<file path="src/rtl/sys_bridge.sv">
// -----------------------------------------------------------------------------
// sys_bridge
// Processor-to-device bridge between the multi-cycle MIPS core and N_DEV
// memory-mapped peripherals. Decodes the address windows and runs a
// request/ack handshake with a timeout on each access. Read data is returned
// with a one-cycle PrReady pulse. Device interrupt lines are folded into
// HWInt[5:0].
//
// Optional feature: define SYS_BRIDGE_IRQ_LATCH_EN to enable sticky interrupt
// pending bits. These are exposed through an extra internal window at
// BASE + (N_DEV << WIN_W): a read returns the pending bits and a write clears
// them (write-1-to-clear).
//
// Ports
//   clk, rst      clock (rising edge), synchronous active-high reset
//   PrAddr/PrWD   CPU byte address / write data, held until PrReady
//   Wen/Ren       CPU write / read request, held until PrReady
//   PrRD          read data, valid with PrReady
//   PrReady       one-cycle access-complete pulse
//   BusErr        qualifies PrReady: address miss or device timeout
//   DEV_Addr      offset inside the selected window
//   DEV_WD        write data to the devices
//   DEV_WE/DEV_RE one-hot write / read strobes
//   DEV_RD        packed device read data, slot i at [i*DATA_W +: DATA_W]
//   DEV_Ack       device completion, only the selected slot is honoured
//   DEV_Irq       level interrupt requests
//   HWInt         interrupt lines to CP0
// -----------------------------------------------------------------------------
module sys_bridge #(
  parameter int          N_DEV   = 4,
  parameter int          DATA_W  = 32,
  parameter int          WIN_W   = 4,
  parameter logic [31:0] BASE    = 32'h00007F00,
  parameter int          TIMEOUT = 15
) (
  input  logic                    clk,
  input  logic                    rst,
  input  logic [31:0]             PrAddr,
  input  logic [DATA_W-1:0]       PrWD,
  input  logic                    Wen,
  input  logic                    Ren,
  output logic [DATA_W-1:0]       PrRD,
  output logic                    PrReady,
  output logic                    BusErr,
  output logic [WIN_W-1:0]        DEV_Addr,
  output logic [DATA_W-1:0]       DEV_WD,
  output logic [N_DEV-1:0]        DEV_WE,
  output logic [N_DEV-1:0]        DEV_RE,
  input  logic [N_DEV*DATA_W-1:0] DEV_RD,
  input  logic [N_DEV-1:0]        DEV_Ack,
  input  logic [N_DEV-1:0]        DEV_Irq,
  output logic [5:0]              HWInt
);

  typedef enum logic [1:0] {
    IDLE = 2'd0,
    REQ  = 2'd1,
    DONE = 2'd2
  } state_t;

  localparam logic [31:0] DEV_SPAN = 32'(N_DEV) << WIN_W;
  localparam logic [31:0] WIN_SIZE = 32'd1 << WIN_W;
  localparam logic [7:0]  CNT_LAST = 8'(TIMEOUT - 1);

  state_t              state_r;
  logic [7:0]          cnt_r;
  logic [N_DEV-1:0]    sel_r;
  logic                wr_r;
  logic                int_r;      // access targets the internal pending window
  logic                ignore_r;   // skip the still-held request right after DONE
  logic [DATA_W-1:0]   pr_rd_r;
  logic                pr_ready_r;
  logic                bus_err_r;
  logic [WIN_W-1:0]    dev_addr_r;
  logic [DATA_W-1:0]   dev_wd_r;
  logic [N_DEV-1:0]    dev_we_r;
  logic [N_DEV-1:0]    dev_re_r;

  logic [31:0]         off_s;
  logic                above_base_s;
  logic                dev_hit_s;
  logic                int_hit_s;
  logic [2:0]          slot_s;
  logic [N_DEV-1:0]    sel_s;
  logic                ack_s;
  logic [DATA_W-1:0]   dev_rd_s;
  logic [DATA_W-1:0]   pend_rd_s;

  // Address decode: the full 32-bit address is compared, so aliases above the window miss.
  always_comb begin
    off_s        = PrAddr - BASE;
    above_base_s = (PrAddr >= BASE);
    dev_hit_s    = above_base_s && (off_s < DEV_SPAN);
    slot_s       = 3'(off_s >> WIN_W);
    sel_s        = '0;
    for (int i = 0; i < N_DEV; i++) begin
      sel_s[i] = dev_hit_s && (slot_s == 3'(i));
    end
  end

  // Ack qualification and read-data mux for the latched slot.
  always_comb begin
    ack_s    = |(DEV_Ack & sel_r);
    dev_rd_s = '0;
    for (int i = 0; i < N_DEV; i++) begin
      dev_rd_s = dev_rd_s | (DEV_RD[i*DATA_W +: DATA_W] & {DATA_W{sel_r[i]}});
    end
  end

`ifdef SYS_BRIDGE_IRQ_LATCH_EN
  logic [N_DEV-1:0] irq_s1_r;
  logic [N_DEV-1:0] irq_s2_r;
  logic [N_DEV-1:0] irq_pend_r;
  logic [N_DEV-1:0] irq_clr_s;

  // Internal window decode and W1C mask taken from the latched write data.
  always_comb begin
    int_hit_s = above_base_s && (off_s >= DEV_SPAN) && (off_s < (DEV_SPAN + WIN_SIZE));
    pend_rd_s = DATA_W'(irq_pend_r);
    if ((state_r == REQ) && int_r && wr_r) begin
      irq_clr_s = dev_wd_r[N_DEV-1:0];
    end else begin
      irq_clr_s = '0;
    end
  end

  // Sticky pending bits: rising edge of the registered request sets, W1C clears, set wins.
  always_ff @(posedge clk) begin
    if (rst) begin
      irq_s1_r   <= '0;
      irq_s2_r   <= '0;
      irq_pend_r <= '0;
    end else begin
      irq_s1_r   <= DEV_Irq;
      irq_s2_r   <= irq_s1_r;
      irq_pend_r <= (irq_pend_r & ~irq_clr_s) | (irq_s1_r & ~irq_s2_r);
    end
  end

  assign HWInt = 6'(irq_pend_r);
`else
  logic [5:0] hw_int_r;

  // Without the pending window the extra address range is simply a miss.
  always_comb begin
    int_hit_s = 1'b0;
    pend_rd_s = '0;
  end

  // Level interrupts registered once; unused upper lines stay low.
  always_ff @(posedge clk) begin
    if (rst) begin
      hw_int_r <= 6'd0;
    end else begin
      hw_int_r <= 6'(DEV_Irq);
    end
  end

  assign HWInt = hw_int_r;
`endif

  // Access FSM: IDLE -> REQ -> DONE -> IDLE, all bus outputs registered here.
  always_ff @(posedge clk) begin
    if (rst) begin
      state_r    <= IDLE;
      cnt_r      <= 8'd0;
      sel_r      <= '0;
      wr_r       <= 1'b0;
      int_r      <= 1'b0;
      ignore_r   <= 1'b0;
      pr_rd_r    <= '0;
      pr_ready_r <= 1'b0;
      bus_err_r  <= 1'b0;
      dev_addr_r <= '0;
      dev_wd_r   <= '0;
      dev_we_r   <= '0;
      dev_re_r   <= '0;
    end else begin
      case (state_r)
        IDLE: begin
          pr_ready_r <= 1'b0;
          bus_err_r  <= 1'b0;
          if (ignore_r) begin
            ignore_r <= 1'b0;
          end else if (Wen || Ren) begin
            // Wen wins when both are raised together.
            wr_r       <= Wen;
            dev_addr_r <= PrAddr[WIN_W-1:0];
            dev_wd_r   <= PrWD;
            sel_r      <= sel_s;
            int_r      <= int_hit_s;
            cnt_r      <= 8'd0;
            if (dev_hit_s) begin
              state_r <= REQ;
              if (Wen) begin
                dev_we_r <= sel_s;
              end else begin
                dev_re_r <= sel_s;
              end
            end else if (int_hit_s) begin
              state_r <= REQ;
            end else begin
              state_r    <= DONE;
              pr_rd_r    <= '0;
              pr_ready_r <= 1'b1;
              bus_err_r  <= 1'b1;
            end
          end else begin
            state_r <= IDLE;
          end
        end
        REQ: begin
          if (int_r) begin
            state_r    <= DONE;
            pr_rd_r    <= wr_r ? '0 : pend_rd_s;
            pr_ready_r <= 1'b1;
            bus_err_r  <= 1'b0;
          end else if (ack_s) begin
            state_r    <= DONE;
            dev_we_r   <= '0;
            dev_re_r   <= '0;
            pr_rd_r    <= wr_r ? '0 : dev_rd_s;
            pr_ready_r <= 1'b1;
            bus_err_r  <= 1'b0;
          end else if (cnt_r == CNT_LAST) begin
            state_r    <= DONE;
            dev_we_r   <= '0;
            dev_re_r   <= '0;
            pr_rd_r    <= '0;
            pr_ready_r <= 1'b1;
            bus_err_r  <= 1'b1;
          end else begin
            cnt_r <= cnt_r + 8'd1;
          end
        end
        DONE: begin
          state_r    <= IDLE;
          pr_ready_r <= 1'b0;
          bus_err_r  <= 1'b0;
          ignore_r   <= 1'b1;
        end
        default: begin
          state_r    <= IDLE;
          pr_ready_r <= 1'b0;
          bus_err_r  <= 1'b0;
          dev_we_r   <= '0;
          dev_re_r   <= '0;
        end
      endcase
    end
  end

  assign PrRD     = pr_rd_r;
  assign PrReady  = pr_ready_r;
  assign BusErr   = bus_err_r;
  assign DEV_Addr = dev_addr_r;
  assign DEV_WD   = dev_wd_r;
  assign DEV_WE   = dev_we_r;
  assign DEV_RE   = dev_re_r;

endmodule

</file>
<file path="config.mk">
export PLATFORM = sky130hd
export DESIGN_NAME = sys_bridge
export DESIGN_NICKNAME = d
export VERILOG_FILES = /design/src/rtl/sys_bridge.sv
export SDC_FILE = /design/constraint.sdc
export NUM_CORES = 1
export LEC_CHECK = 0
export BUFFER_PORTS_ARGS = -buffer_cell sky130_fd_sc_hd__buf_2
export CAP_MARGIN = 30
export CELL_PAD_IN_SITES_DETAIL_PLACEMENT = 1
export CELL_PAD_IN_SITES_GLOBAL_PLACEMENT = 2
export CORE_MARGIN = 5
export CORE_UTILIZATION = 23
export CTS_CLUSTER_DIAMETER = 40
export DETAILED_ROUTE_END_ITERATION = 12
export GPL_TIMING_DRIVEN = 0
export PLACE_DENSITY_LB_ADDON = 0.3
export SLEW_MARGIN = 20
export SYNTH_ARGS = -nofsm -noshare
export SYNTH_HDL_FRONTEND = slang
export SYNTH_SLANG_ARGS = --single-unit
</file>
<file path="constraint.sdc">
create_clock -name clk -period 2.9 [get_ports clk]
set_clock_uncertainty 0.15 [all_clocks]
set_input_delay 0.145 -clock clk [delete_from_list [all_inputs] [get_ports clk]]
set_output_delay 0.145 -clock clk [all_outputs]
set_load 0.01 [all_outputs]
</file>
==> flow_metrics.env <==
export IMPL_status="finished clean"
export IMPL_fill_cells=2329
export IMPL_cp_required_ns=3.02
export IMPL_final_core_util=0.392
export IMPL_clkSinkCount=98
export IMPL_finalCriticalPeriod_ns=2.69
export IMPL_critPathLaunchType="register"
export IMPL_drc=0
export IMPL_cp_cell_sequence="clkbuf_1 -> a22o_1 -> a221oi_2 -> nand2_1 -> and2_1 -> o311ai_4 -> buf_6 -> o2bb2ai_1"
export IMPL_ys_warn_count=0
export IMPL_power_leakage_nw=3.20
export IMPL_rsz0062_at_grt="false"
export IMPL_ys_types=52
export IMPL_path_max_fanout=10
export IMPL_initial_utilization=0.232
export IMPL_maxCapViolations=0
export IMPL_portBuffers=285
export IMPL_fin_cells=1167
export IMPL_dr_pass1_iters=4
export IMPL_gp_routability_congestion=0.881
export IMPL_postSynthAreaPerCell_um2=9.04
export IMPL_drtIter0Drc=117
export IMPL_finalMaxSlewViolations=0
export IMPL_wirelength_um=20600
export IMPL_cp_slowest_cell="a221oi_2"
export IMPL_ys_async_sr_fraction=0
export IMPL_cts_buffer_depth=2
export IMPL_path_delay_family="compound AO/OA/AOI/OAI gates"
export IMPL_regArea_um2=1960
export IMPL_cp_end_kind="register"
export IMPL_synth_top_area_cell="dfxtp_1"
export IMPL_hold_ws_ns=0.0106
export IMPL_worst_slew_pin_slew_ns=0.839
export IMPL_synth_area_leaders="dfxtp_1, nand2_1, a22o_1"
export IMPL_core_area_um2=19300
export IMPL_ys_top_cells_by_count="dfxtp_1, nand2_1, a21oi_1"
export IMPL_crit_type="register to register"
export IMPL_num_rows=51
export IMPL_synth_area_um2=4490
export IMPL_fmax_mhz=372
export IMPL_hp_class="input port to register"
export IMPL_post_cts_setup_buffers=0
export IMPL_grt_max_degree=17
export IMPL_cts_clk_slew_worst_paths_ns=0.07
export IMPL_io_pin_count=288
export IMPL_cts_htree_levels=3
export IMPL_die_area_um2=22400
export IMPL_syn_to_final_growth_pct=68.8
export IMPL_cpPeakStageDelay_ns=0.46
export IMPL_dp_cells=1048
export IMPL_synth_cells=497
export IMPL_yosysMostFrequentCell="dfxtp_1"
export IMPL_cts_root_buf="clkbuf_16"
export IMPL_hold_violations=0
export IMPL_synth_top_area_share=0.437
export IMPL_worst_slew_margin_rel=0.437
export IMPL_grt_ovfl_total=0
export IMPL_ir_drop_v=0.000278
export IMPL_insertion_delay_ns=0.34
export IMPL_ant_nets=0
export IMPL_worst_endpoint_arrival_ns=2.80
export IMPL_ys_flop_type="dfxtp_1"
export IMPL_grt_pass1_vias=6048
export IMPL_path_buf_inv=2
export IMPL_place_hpwl_um=16200
export IMPL_synth_edf_count=0
export IMPL_die_h_um=150
export IMPL_yosysSeqAreaShare=0.437
export IMPL_vias=5431
export IMPL_routed_via_density=4.65
export IMPL_numCtsBuffers=9
export IMPL_cts_tree="yes"
export IMPL_die_w_um=150
export IMPL_layout_nets=1103
export IMPL_finalSetupViolations=0
export IMPL_tns_ns=0
export IMPL_grt_pass1_wl_um=32100
export IMPL_antenna_found_initial=0
export IMPL_grtUsageTotal=0.179
export IMPL_multiInputGateArea_um2=2290
export IMPL_post_route_period_util=0.927
export IMPL_wire_per_inst_um=17.7
export IMPL_ys_ff_latch=98
export IMPL_power_density_nw_per_um2=414
export IMPL_drive_gt1_frac=0.357
export IMPL_diodes=0
[metal layers]
layer / routed length (um) / global-route usage / up-vias
met5: 0 / 0 / -
met4: 507 / 0.0604 / 0
met2: 10700 / 0.337 / 193
met3: 1510 / 0.0472 / 28
li1: - / - / 2665
met1: 7930 / 0.192 / 2545
[worst min-delay path, stage by stage]
cell       delay, ns
buf_2           0.08
a221oi_1        0.10
o2bb2ai_1       0.14
[power by group]
group	switching, W	total, W	internal [W]
clock network	0.000527	0.00120	0.000671
logic	0.000266	0.000525	0.000259
registers	0.0000231	0.00142	0.00139
[kinds of logic after synthesis]
logic type	count (synthesis)	share of synthesized area
buffers and inverters	54	0.0529
AO/OA/AOI/OAI	171	0.308
flip-flops	98	0.437
AND/OR/NAND/NOR	161	0.175
other	1	0.000835
multiplexers	3	0.00697
XOR/XNOR	7	0.0137
adder cells (fa/ha/maj)	2	0.00557
[final cells by class]
class,count,share of cell area
Timing Repair Buffer,388,0.324
Sequential cell,98,0.259
Inverter,11,0.00545
Clock buffer,10,0.0302
Buffer,43,0.0259
Clock inverter,6,0.00891
Tap cell,265,0.0437
Multi-Input combinational cell,346,0.303
[flip-flops by register name (all words and copies together) (netlist names)]
signal,count
BusErr,1
DEV_WD,32
ignore_r,1
HWInt,4
DEV_RE,4
cnt_r,8
DEV_WE,4
sel_r,4
state_r,2
PrRD,32
wr_r,1
PrReady,1
DEV_Addr,4
[worst paths after layout]
kind / startpoint / endpoint / slack, ns / cells after the start
worst max-delay path: sel_r[2]$_SDFFE_PP0P_ / PrRD[18]$_SDFFE_PP0P_ / 0.21 / 8
worst min-delay path: DEV_RD[11] / PrRD[11]$_SDFFE_PP0P_ / 0.01 / 3
worst max register to register: sel_r[2]$_SDFFE_PP0P_ / PrRD[18]$_SDFFE_PP0P_ / 0.21 / 8
worst min register to register: DEV_WD[15]$_SDFFE_PP0P_ / DEV_WD[15]$_SDFFE_PP0P_ / 0.31 / 2
[placed cells by master, fill, tap and decap left out, types with 3 or more instances in the layout]
cell and instances:
a21oi_1 45, nand3_1 7, a22o_1 33, dfxtp_1 98
o2bb2ai_2 10, xnor2_1 3, nor4_1 3, clkbuf_16 9
nor2b_1 5, a221oi_1 32, nand2b_1 6, o22ai_1 4
o32ai_1 4, nand4b_1 4, clkbuf_1 38, o2bb2ai_1 22
nand2_1 83, xor2_1 4, o21ai_0 4, and3_1 3
nor3_1 15, inv_1 11, nor2_1 16, nand3b_1 6
buf_2 286, nand4_1 3, dlygate4sd3_1 103, o31ai_1 6
[metrics by stage]
stage                     cell area (um^2)  power (W)  setup WS [ns]
after floorplan                       4490    0.00163          0.790
after global placement                6250    0.00188          0.238
after detailed placement              6250    0.00190          0.173
after CTS                             7580    0.00320          0.154
after global routing                  7580    0.00330        0.00486
final                                 7580    0.00314          0.212
[repair_timing]
action	in CTS	in global routing
gates resized for setup	0	0
hold buffers	103	0
hold endpoints to repair	73	0
Power figures use the tool's default switching activity.
